**src/rtl/sound_i2s_tx.sv**
```systemverilog
// Philips I2S transmitter: latches one mixed PCM sample per frame and serialises it MSB first.
// Build option SOUND_I2S_STEREO_EN duplicates the sample into the right slot; otherwise the right slot is silent.
module sound_i2s_tx #(
    parameter int IN_WIDTH  = 16,
    parameter int OUT_WIDTH = 16,
    parameter int SLOT_BITS = 32,
    parameter int BCLK_DIV  = 4
) (
    input  logic                RESET_n,
    input  logic                CLK,
    input  logic [IN_WIDTH-1:0] IN_SIGNAL,
    input  logic                ENABLE,
    output logic                BCLK,
    output logic                LRCLK,
    output logic                SDATA,
    output logic                SAMPLE_STROBE
);

    // state | meaning
    // IDLE  | outputs parked at 0, waiting for ENABLE
    // RUN   | serialising frames; leaves only at a frame boundary
    typedef enum logic {
        IDLE,
        RUN
    } state_t;

    localparam int FRAME_BITS = 2 * SLOT_BITS;
    localparam int CNT_W      = $clog2(FRAME_BITS);
    localparam int DIV_W      = (BCLK_DIV > 1) ? $clog2(BCLK_DIV) : 1;

    localparam logic [DIV_W-1:0] DIV_LAST = DIV_W'(BCLK_DIV - 1);
    localparam logic [CNT_W-1:0] CNT_LAST = CNT_W'(FRAME_BITS - 1);
    localparam logic [CNT_W-1:0] SLOT_CNT = CNT_W'(SLOT_BITS);
    localparam logic [CNT_W-1:0] OUT_POS  = CNT_W'(OUT_WIDTH);

    state_t                 state;
    logic [DIV_W-1:0]       div;
    logic [CNT_W-1:0]       bitcnt;
    logic [OUT_WIDTH-1:0]   left_word;
    logic [OUT_WIDTH-1:0]   right_word;
    logic [OUT_WIDTH-1:0]   conv_word;

    logic [CNT_W-1:0]       cnt_n;
    logic [CNT_W-1:0]       pos_n;
    logic                   right_n;
    logic [OUT_WIDTH-1:0]   sel_word;
    logic [OUT_WIDTH-1:0]   shifted;
    logic                   sdata_n;

    // Truncate LSBs when narrowing, zero-fill LSBs when widening.
    generate
        if (IN_WIDTH >= OUT_WIDTH) begin : g_narrow
            assign conv_word = OUT_WIDTH'(IN_SIGNAL >> (IN_WIDTH - OUT_WIDTH));
        end else begin : g_widen
            assign conv_word = OUT_WIDTH'(IN_SIGNAL) << (OUT_WIDTH - IN_WIDTH);
        end
    endgenerate

    // Next bit position; slot position 0 is the I2S one-bit MSB delay.
    always_comb begin
        cnt_n    = (bitcnt == CNT_LAST) ? '0 : bitcnt + CNT_W'(1);
        right_n  = (cnt_n >= SLOT_CNT);
        pos_n    = right_n ? (cnt_n - SLOT_CNT) : cnt_n;
        sel_word = right_n ? right_word : left_word;
        shifted  = '0;
        sdata_n  = 1'b0;
        if ((pos_n != '0) && (pos_n <= OUT_POS)) begin
            shifted = sel_word >> (OUT_POS - pos_n);
            sdata_n = shifted[0];
        end
    end

    always_ff @(posedge CLK or negedge RESET_n) begin
        if (!RESET_n) begin
            state         <= IDLE;
            div           <= '0;
            bitcnt        <= '0;
            left_word     <= '0;
            right_word    <= '0;
            BCLK          <= 1'b0;
            LRCLK         <= 1'b0;
            SDATA         <= 1'b0;
            SAMPLE_STROBE <= 1'b0;
        end else begin
            SAMPLE_STROBE <= 1'b0;
            case (state)
                IDLE: begin
                    div    <= '0;
                    bitcnt <= '0;
                    BCLK   <= 1'b0;
                    LRCLK  <= 1'b0;
                    SDATA  <= 1'b0;
                    if (ENABLE) begin
                        state         <= RUN;
                        left_word     <= conv_word;
`ifdef SOUND_I2S_STEREO_EN
                        right_word    <= conv_word;
`else
                        right_word    <= '0;
`endif
                        SAMPLE_STROBE <= 1'b1;
                    end
                end
                RUN: begin
                    if (div == DIV_LAST) begin
                        div  <= '0;
                        BCLK <= ~BCLK;
                        if (BCLK) begin
                            bitcnt <= cnt_n;
                            LRCLK  <= right_n;
                            SDATA  <= sdata_n;
                            if (bitcnt == CNT_LAST) begin
                                if (ENABLE) begin
                                    left_word     <= conv_word;
`ifdef SOUND_I2S_STEREO_EN
                                    right_word    <= conv_word;
`else
                                    right_word    <= '0;
`endif
                                    SAMPLE_STROBE <= 1'b1;
                                end else begin
                                    state <= IDLE;
                                end
                            end
                        end
                    end else begin
                        div <= div + DIV_W'(1);
                    end
                end
                default: state <= IDLE;
            endcase
        end
    end

endmodule

```
**config.mk**
```make
export PLATFORM = sky130hd
export DESIGN_NAME = sound_i2s_tx
export DESIGN_NICKNAME = d
export VERILOG_FILES = /design/src/rtl/sound_i2s_tx.sv
export SDC_FILE = /design/constraint.sdc
export NUM_CORES = 1
export LEC_CHECK = 0
export CAP_MARGIN = 30
export CORE_MARGIN = 2
export CORE_UTILIZATION = 54
export DETAILED_ROUTE_END_ITERATION = 16
export PLACE_DENSITY = 0.89
export SLEW_MARGIN = 5
export SYNTH_ARGS = -nofsm -noshare
export SYNTH_HDL_FRONTEND = slang
export SYNTH_SLANG_ARGS = --single-unit
```
**constraint.sdc**
```tcl
create_clock -name CLK -period 2.7 [get_ports CLK]
set_input_delay 0.675 -clock CLK [delete_from_list [all_inputs] [get_ports CLK]]
set_output_delay 0.675 -clock CLK [all_outputs]
set_load 0.01 [all_outputs]
```
==> results of run 1 <==
## flip-flops by register name, summed over array words and instances (netlist names)
name           count
state              1
SAMPLE_STROBE      1
div                2
bitcnt             6
SDATA              1
BCLK               1
left_word         16
LRCLK              1
## routing by layer
layer	GRT usage, %	up-vias	wire, um
met5	0	-	0
met4	6.98	0	22
met3	5.19	4	175
met2	33.1	29	1670
met1	25.5	635	1370
li1	-	594	-
## cells in the mapped netlist, types with 2 or more instances
cell,instances
sky130_fd_sc_hd__nor2_1,5
sky130_fd_sc_hd__buf_2,5
sky130_fd_sc_hd__o2bb2ai_1,2
sky130_fd_sc_hd__a21boi_0,3
sky130_fd_sc_hd__xor2_1,3
sky130_fd_sc_hd__a21oi_1,3
sky130_fd_sc_hd__and2_1,5
sky130_fd_sc_hd__clkbuf_1,3
sky130_fd_sc_hd__mux2_2,9
sky130_fd_sc_hd__nand2b_1,2
sky130_fd_sc_hd__dfrtp_1,29
sky130_fd_sc_hd__nor3b_1,2
sky130_fd_sc_hd__xnor2_1,2
sky130_fd_sc_hd__o21ai_0,4
sky130_fd_sc_hd__nor2b_1,3
sky130_fd_sc_hd__ha_1,3
sky130_fd_sc_hd__o211a_1,2
sky130_fd_sc_hd__buf_4,2
sky130_fd_sc_hd__nand3_1,4
sky130_fd_sc_hd__mux2_4,9
sky130_fd_sc_hd__nor3_1,2
sky130_fd_sc_hd__mux2i_1,4
sky130_fd_sc_hd__a2111oi_0,2
sky130_fd_sc_hd__nand2_1,13
sky130_fd_sc_hd__inv_1,2
## critical path, cell delays in order, from the launching register on
cell and delay (ns):
sky130_fd_sc_hd__dfrtp_1 0.44, sky130_fd_sc_hd__ha_1 0.35, sky130_fd_sc_hd__nand3_1 0.20, sky130_fd_sc_hd__nor2_1 0.34
sky130_fd_sc_hd__nor2_1 0.14, sky130_fd_sc_hd__nor2_1 0.11, sky130_fd_sc_hd__ha_1 0.13, sky130_fd_sc_hd__nand4b_1 0.11
sky130_fd_sc_hd__a221o_1 0.29, sky130_fd_sc_hd__o21ai_1 0.12, sky130_fd_sc_hd__o211a_1 0.16
## kinds of logic (layout without fill, tap and decap cells)
family	count (synthesis)	in the layout	share of synthesized area (%)
AND/OR/NAND/NOR	45	45	15.4
flip-flops	29	29	43.1
multiplexers	22	22	16.4
XOR/XNOR	5	5	2.60
adder cells (fa/ha/maj)	3	3	2.23
buffers and inverters	13	35	4.16
AO/OA/AOI/OAI	34	34	16.1
## worst max-delay path by stage
stage / depth (start not counted) / end / start
after floorplan: 11 / SDATA / bitcnt[1]
after detailed placement: 10 / SDATA / bitcnt[1]
after global placement: 10 / SDATA / bitcnt[1]
after CTS: 10 / SDATA / bitcnt[1]
final: 10 / SDATA / bitcnt[1]
after global routing: 10 / SDATA / bitcnt[1]
## placed cells by master (no fill, tap or decap), drive strengths merged, types with 4 or more instances in the layout
cell type,count
dfrtp,29
nor2,5
and2,5
nand3,5
o21ai,6
mux2,18
clkbuf,6
mux2i,4
clkdlybuf4s50,22
nand2,14
## power breakdown
group,switching [uW],total (uW),leakage [uW],internal (uW)
logic,11.8,35.6,0.000467,23.9
clock network,154,374,0.0000445,220
registers,0,434,0.000386,434
total,166,844,0.000897,678
## metrics by stage
stage | hold WS, ns | cells | util [%] | cell area, um^2
floorplan | 0.379 | 151 | - | 1680
global placement | 0.423 | 198 | 63.4 | 1900
detailed placement | 0.440 | 198 | 63.4 | 1900
CTS | 0.453 | 206 | 66.4 | 1990
global route | 0.467 | 206 | 66.4 | 1990
finish | 0.452 | 206 | 66.4 | 1990
## area by class of cell
cell class              instances  area share (%)
clock buffers                   6            2.57
flip-flops and latches         29            36.4
multi-input cells             109            44.5
repair buffers                 25            12.2
clock inverters                 2            1.88
inverters                       2           0.377
well taps                      33            2.07
==> impl_metrics.ini, run 1 <==
[outcome]
result_of_the_run = completed

[logic_synthesis]
ys_seq_elements = 29
ys_seq_area_share_pct = 43.1
postSynth.asyncResetShare_pct = 100
synth_top_cell_by_area = sky130_fd_sc_hd__dfrtp_1
synth_flop_cell = sky130_fd_sc_hd__dfrtp_1
synthTopCellsByArea = sky130_fd_sc_hd__dfrtp_1, sky130_fd_sc_hd__mux2_4, sky130_fd_sc_hd__mux2_2
synth_edf_count = 0
post_synth_num_cell_types = 53
yosysTopAreaCellShare_pct = 43.1
post_synth_inst_count = 151
synth.avg_cell_area_um2 = 11.1
yosysWarningCount = 0
mappedNetlistNets = 173
synthesis.area_um2 = 1680

[cells_and_area]
area_growth_syn_to_layout_pct = 18.4
fillers = 233
layout.area.seq_um2 = 726
multi_input_comb_area_um2 = 887
final_layout_size_suffix_gt1_share_pct = 19.7
antenna-diode-count = 0
num-nets-final = 194

[drt]
drcViolationCount = 0
drt.antenna.violating_nets = 0
detail_route.iter0.violations = 49
via_count = 1262
routed_wire_length_per_instance_um = 15.7
detail_route.vias_per_cell = 6.13
pre_repair_dr_iteration_count = 4
routed_wl_um = 3240

[floorplan]
top_level_ports = 23
die_width_um = 59.8
starting_utilization_of_the_core_area_pct = 56.0
fp.dieH_um = 59.8
rows = 20
coreArea_um2 = 3000
area_of_the_die_um2 = 3580

[clock_tree]
cts_inserted_buffers = 5
clock_tree_from_tritoncts = built
htreeDepth = 2
clk-insertion-delay-late_ns = 0.32
ctsHoldBuffers = 0
clock_sinks = 29
cts.clk_slew.worst_paths_ns = 0.10
cts_setup_buffers = 0
post_cts_resized = 0
maximum_clock_insertion_buffer_count = 2
clock-root-buffer = sky130_fd_sc_hd__clkbuf_4

[critical_path]
timing.rr.end = SDATA
end_kind = register
timing.rr.start = bitcnt[1]
reg2reg_depth = 10
timing.setup.critical_path_class = register to register
worst-r2r-setup-slack_ns = 0.25
timing.critical_path.from_type = register
critPathRequiredTime_ns = 2.97
critical_path_arrival_ns = 2.72
critical_path_peak_fanout = 9

[timing]
maxSlewViolCount = 0
period_minus_slack_ns = 2.45
rsz_0062_raised_after_global_routing = no
worst_clock_skew_ns = 0.00679
timing.final.ws_setup_ns = 0.249
slew_at_the_pin_closest_to_its_max_slew_limit_ns = 0.482
setup-violations-final = 0
slew_headroom_pct = 67.9
timing.setup.tns_ns = 0
fmaxAchievable_mhz = 408
post-route-period-util_pct = 90.8
final-hold-violation-count = 0

[place]
buffer_ports.inserted = 22
post-place-ws_ns = 0.334
place.detailed.hpwl_um = 2380
gp_congestion = 0.918

[worst_hold_path]
timing.hold.worst_endpoint = div[0]
hold_depth = 1
type_of_the_tightest_min_delay_check = register to register
start_point_of_the_worst_hold_path = div[0]

[power_and_ir_drop]
vdd.ir_drop.worst_v = 0.000276
p_leak_uw = 0.000897
power_uw = 844
power_density_nw_per_um2 = 423

[global_route]
grt.overflow.total = 0
grt_max_degree = 30
grt_first_pass_wirelength_um = 5380
globalRouteTotalUtil_pct = 20.1
grt_antenna_before_repair = 0
grt_pass1_vias = 1219

[run]
cap_viol_max_count = 0
Power figures use the tool's default switching activity.
==> run 2: changes to the inputs <==
CORE_MARGIN = 1   (was 2)
==> impl_metrics.ini, run 2 (synthesized netlist as in run 1, its figures left out) <==
[floorplan]
rows = 19
starting_utilization_of_the_core_area_pct = 59.0
area_of_the_die_um2 = 3340
top_level_ports = 23
fp.dieH_um = 57.8
coreArea_um2 = 2850
die_width_um = 57.8

[worst_hold_path]
start_point_of_the_worst_hold_path = div[0]
hold_depth = 1
timing.hold.worst_endpoint = div[0]
type_of_the_tightest_min_delay_check = register to register

[critical_path]
reg2reg_depth = 10
end_kind = register
timing.critical_path.from_type = register
timing.rr.end = SDATA
worst-r2r-setup-slack_ns = 0.26
critical_path_arrival_ns = 2.73
critical_path_peak_fanout = 9
critPathRequiredTime_ns = 2.99
critical-path-max-stage-delay_ns = 0.46
timing.setup.critical_path_class = register to register
critical_path_slowest_stage_cell = sky130_fd_sc_hd__dfrtp_1
path_cells = ha_1 -> nand3_1 -> nor2_1 -> nor2_1 -> nor2_1 -> ha_1 -> nand4b_1 -> a221o_1 -> o21ai_1 -> o211a_1
critical_path.most_common_cell = sky130_fd_sc_hd__nor2_1
timing.rr.start = bitcnt[1]

[cells_and_area]
layout.core_utilization_pct = 68.5
num-nets-final = 194
final_layout_size_suffix_gt1_share_pct = 19.1
antenna-diode-count = 0
registers.top_by_ff_count = left_word
highest_count_cells_in_the_layout_ignoring_fill_and_taps = sky130_fd_sc_hd__dfrtp_1, sky130_fd_sc_hd__clkdlybuf4s50_1, sky130_fd_sc_hd__nand2_1, sky130_fd_sc_hd__mux2_4, sky130_fd_sc_hd__mux2_2
biggestRegsByFlops = left_word (16), bitcnt (6), div (2)
area_growth_syn_to_layout_pct = 16.1
final_common_cell = sky130_fd_sc_hd__dfrtp_1
flip_flop_count_of_the_largest_register_after_layout = 16
fillers = 212

[drt]
drcViolationCount = 0
via_count = 1305
routed_wl_um = 3460
drt.antenna.violating_nets = 0
detail_route.iter0.violations = 52
detail_route.vias_per_cell = 6.40
routed_wire_length_per_instance_um = 17.0
pre_repair_dr_iteration_count = 4

[power_and_ir_drop]
power_uw = 723
vdd.ir_drop.worst_v = 0.000318
p_leak_uw = 0.000885
power_density_nw_per_um2 = 370

[clock_tree]
clock_sinks = 29
clk-insertion-delay-late_ns = 0.34
cts_inserted_buffers = 5
cts.clk_slew.worst_paths_ns = 0.10
maximum_clock_insertion_buffer_count = 2
clock-root-buffer = sky130_fd_sc_hd__clkbuf_4
ctsHoldBuffers = 0
post_cts_resized = 0
clock_tree_from_tritoncts = built
htreeDepth = 2
cts_setup_buffers = 0

[place]
place.detailed.hpwl_um = 2530
gp_congestion = 0.960
buffer_ports.inserted = 22
post-place-ws_ns = 0.343

[global_route]
grt.overflow.total = 0
grt_antenna_before_repair = 0
grt_first_pass_wirelength_um = 5840
grt_max_degree = 30
grt_pass1_vias = 1309
globalRouteTotalUtil_pct = 23.8

[timing]
slew_headroom_pct = 67.7
fmaxAchievable_mhz = 409
holdWs_ns = 0.443
maxSlewViolCount = 0
post-route-period-util_pct = 90.5
final-hold-violation-count = 0
rsz_0062_raised_after_global_routing = no
period_minus_slack_ns = 2.44
worst_clock_skew_ns = 0.0158
slew_at_the_pin_closest_to_its_max_slew_limit_ns = 0.473
timing.setup.tns_ns = 0
timing.final.ws_setup_ns = 0.256
setup-violations-final = 0

[outcome]
result_of_the_run = completed

[run]
cap_viol_max_count = 0
==> run 2: cell types whose count changed in the layout (fill, tap and decap cells not counted), sizes merged <==
cell,delta
clkinvlp,-1
bufinv,-1
clkinv,+2
==> run 2: worst max-delay path: cells and delay by family (launching register included) <==
kind / cells / cell delay [ns]
flops: 1 / 0.46
fa+ha+maj: 2 / 0.49
compound gates: 3 / 0.56
simple gates: 5 / 0.89
==> run 2: worst max path at each step <==
stage	startpoint	to	slack [ns]	depth (start not counted)
3_3_place_gp	bitcnt[1]	SDATA	0.54	10
3_5_place_dp	bitcnt[1]	SDATA	0.34	10
4_1_cts	bitcnt[1]	SDATA	0.32	10
2_1_floorplan	bitcnt[1]	SDATA	0.64	11
6_report	bitcnt[1]	SDATA	0.26	10
5_1_grt	bitcnt[1]	SDATA	0.12	10
==> run 2: final cells by class <==
type,instances,area (um^2),area share [%]
timing repair buffer,25,243,12.4
inverter,2,7.51,0.384
sequential,29,726,37.2
multi-input combinational,109,887,45.4
clock buffer,6,41.3,2.11
clock inverter,2,10.0,0.512
tap,31,38.8,1.99
==> run 2: per-stage QoR <==
step           area [um^2]  instances
2_1_floorplan         1680        151
3_3_place_gp          1900        196
3_5_place_dp          1900        196
4_1_cts               1950        204
5_1_grt               1950        204
6_report              1950        204
==> run 2: routing by layer <==
| metal | up-vias | global-route usage (%) | share of wire (%) | wire (um) |
|---|---|---|---|---|
| met5 | - | 0 | 0 | 0 |
| met4 | 0 | 11.9 | 4.1 | 142 |
| met3 | 20 | 7.59 | 6.6 | 227 |
| met2 | 61 | 38.6 | 49 | 1680 |
| met1 | 632 | 28.5 | 41 | 1410 |
| li1 | 592 | - | - | - |
==> run 2: report_power, final <==
group,total [uW],internal [uW],switching [uW],leakage [uW]
clock,254,98.9,155,0.0000320
sequential,434,434,0,0.000386
combinational,35.9,23.9,12.0,0.000467
total,723,557,167,0.000885
==> run 3: changes to the inputs <==
GPL_ROUTABILITY_DRIVEN = 1   (was not set)
clock period = 2.8 ns   (was 2.7 ns; I/O delays follow)
==> impl_metrics.ini, run 3 (synthesized netlist as in run 1, its figures left out) <==
[outcome]
result_of_the_run = completed

[place]
post-place-ws_ns = 0.450
place.detailed.hpwl_um = 2480
gp_congestion = 0.916
buffer_ports.inserted = 22

[clock_tree]
post_cts_resized = 0
clock_tree_from_tritoncts = built
htreeDepth = 2
cts_setup_buffers = 0
ctsHoldBuffers = 0
clock_sinks = 29
cts_inserted_buffers = 5
clk-insertion-delay-late_ns = 0.34
maximum_clock_insertion_buffer_count = 2
cts.clk_slew.worst_paths_ns = 0.10
clock-root-buffer = sky130_fd_sc_hd__clkbuf_4

[timing]
post-route-period-util_pct = 87.8
timing.final.ws_setup_ns = 0.341
slew_at_the_pin_closest_to_its_max_slew_limit_ns = 0.620
maxSlewViolCount = 0
worst_clock_skew_ns = 0.00803
fmaxAchievable_mhz = 407
slew_headroom_pct = 58.5
period_minus_slack_ns = 2.46
final-hold-violation-count = 0
rsz_0062_raised_after_global_routing = no
timing.setup.tns_ns = 0
setup-violations-final = 0

[drt]
routed_wl_um = 3450
routed_wire_length_per_instance_um = 17.0
pre_repair_dr_iteration_count = 5
detail_route.iter0.violations = 50
via_count = 1266
drt.antenna.violating_nets = 0
detail_route.vias_per_cell = 6.24
drcViolationCount = 0

[floorplan]
area_of_the_die_um2 = 3340
die_width_um = 57.8
starting_utilization_of_the_core_area_pct = 59.0
top_level_ports = 23
fp.dieH_um = 57.8
rows = 19
coreArea_um2 = 2850

[cells_and_area]
final_layout_size_suffix_gt1_share_pct = 19.2
flip_flop_count_of_the_largest_register_after_layout = 16
highest_count_cells_in_the_layout_ignoring_fill_and_taps = sky130_fd_sc_hd__dfrtp_1, sky130_fd_sc_hd__clkdlybuf4s50_1, sky130_fd_sc_hd__nand2_1, sky130_fd_sc_hd__mux2_4, sky130_fd_sc_hd__mux2_2
num-nets-final = 193
registers.top_by_ff_count = left_word
final_common_cell = sky130_fd_sc_hd__dfrtp_1
fillers = 220
area_growth_syn_to_layout_pct = 16.6
biggestRegsByFlops = left_word (16), bitcnt (6), div (2)
antenna-diode-count = 0

[worst_hold_path]
timing.hold.worst_endpoint = div[0]
hold_depth = 1
start_point_of_the_worst_hold_path = div[0]
type_of_the_tightest_min_delay_check = register to register

[critical_path]
timing.rr.end = SDATA
critical_path_peak_fanout = 9
timing.critical_path.from_type = register
critPathRequiredTime_ns = 3.09
timing.setup.critical_path_class = register to register
critical_path_slowest_stage_cell = sky130_fd_sc_hd__dfrtp_1
critical-path-max-stage-delay_ns = 0.47
worst-path-buf-inv = 0
worst-r2r-setup-slack_ns = 0.34
critical_path.top_delay_family = simple AND/OR/NAND/NOR gates
critical_path.most_common_cell = sky130_fd_sc_hd__nor2_1
reg2reg_depth = 10
critical_path_arrival_ns = 2.74
end_kind = register
path_cells = ha_1 -> nand3_1 -> nor2_1 -> nor2_1 -> nor2_1 -> ha_1 -> nand4b_1 -> a221o_1 -> o21ai_1 -> o211a_1
timing.rr.start = bitcnt[1]

[run]
cap_viol_max_count = 0

[global_route]
grt_pass1_vias = 1259
globalRouteTotalUtil_pct = 23.0
grt.overflow.total = 0
grt_first_pass_wirelength_um = 5650
grt_antenna_before_repair = 0
grt_max_degree = 19

[power_and_ir_drop]
power_density_nw_per_um2 = 361
p_leak_uw = 0.000884
vdd.ir_drop.worst_v = 0.000342
power_uw = 708
-- run 3: area by class of cell --
| class | count | area, um^2 | share of cell area, % |
|---|---|---|---|
| multi-input cells | 109 | 887 | 45.2 |
| flip-flops and latches | 29 | 726 | 37.0 |
| repair buffers | 24 | 248 | 12.6 |
| well taps | 31 | 38.8 | 1.98 |
| clock buffers | 5 | 37.5 | 1.91 |
| clock inverters | 3 | 17.5 | 0.893 |
| inverters | 2 | 7.51 | 0.383 |
-- run 3: per-layer routing --
metal	routed length (um)	up-vias	share of wire (%)	track usage (%)
met4	44	0	1.3	8.84
met5	0	-	0	0
li1	-	598	-	-
met1	1510	628	44	27.7
met2	1740	35	50	38.3
met3	152	5	4.4	7.37
-- run 3: stage by stage --
stage | hold WS (ns) | utilization (%) | cells | cell area [um^2]
5_1_grt | 0.488 | 68.8 | 203 | 1960
6_report | 0.467 | 68.8 | 203 | 1960
3_3_place_gp | 0.423 | 66.8 | 195 | 1910
4_1_cts | 0.470 | 68.8 | 203 | 1960
3_5_place_dp | 0.457 | 66.8 | 195 | 1910
2_1_floorplan | 0.404 | - | 151 | 1680
-- run 3: report_power, final --
| group | total (uW) | internal (uW) | switching [uW] |
|---|---|---|---|
| Clock | 252 | 94.4 | 158 |
| Sequential | 418 | 418 | 0 |
| Combinational | 37.3 | 24.9 | 12.4 |
-- run 3: worst max path at each step --
stage | start | end | slack [ns] | cells after the start
6_report | bitcnt[1] | SDATA | 0.34 | 10
5_1_grt | bitcnt[1] | SDATA | 0.11 | 10
4_1_cts | bitcnt[1] | SDATA | 0.38 | 10
3_5_place_dp | bitcnt[1] | SDATA | 0.45 | 10
3_3_place_gp | bitcnt[1] | SDATA | 0.56 | 5
2_1_floorplan | bitcnt[1] | SDATA | 0.74 | 11
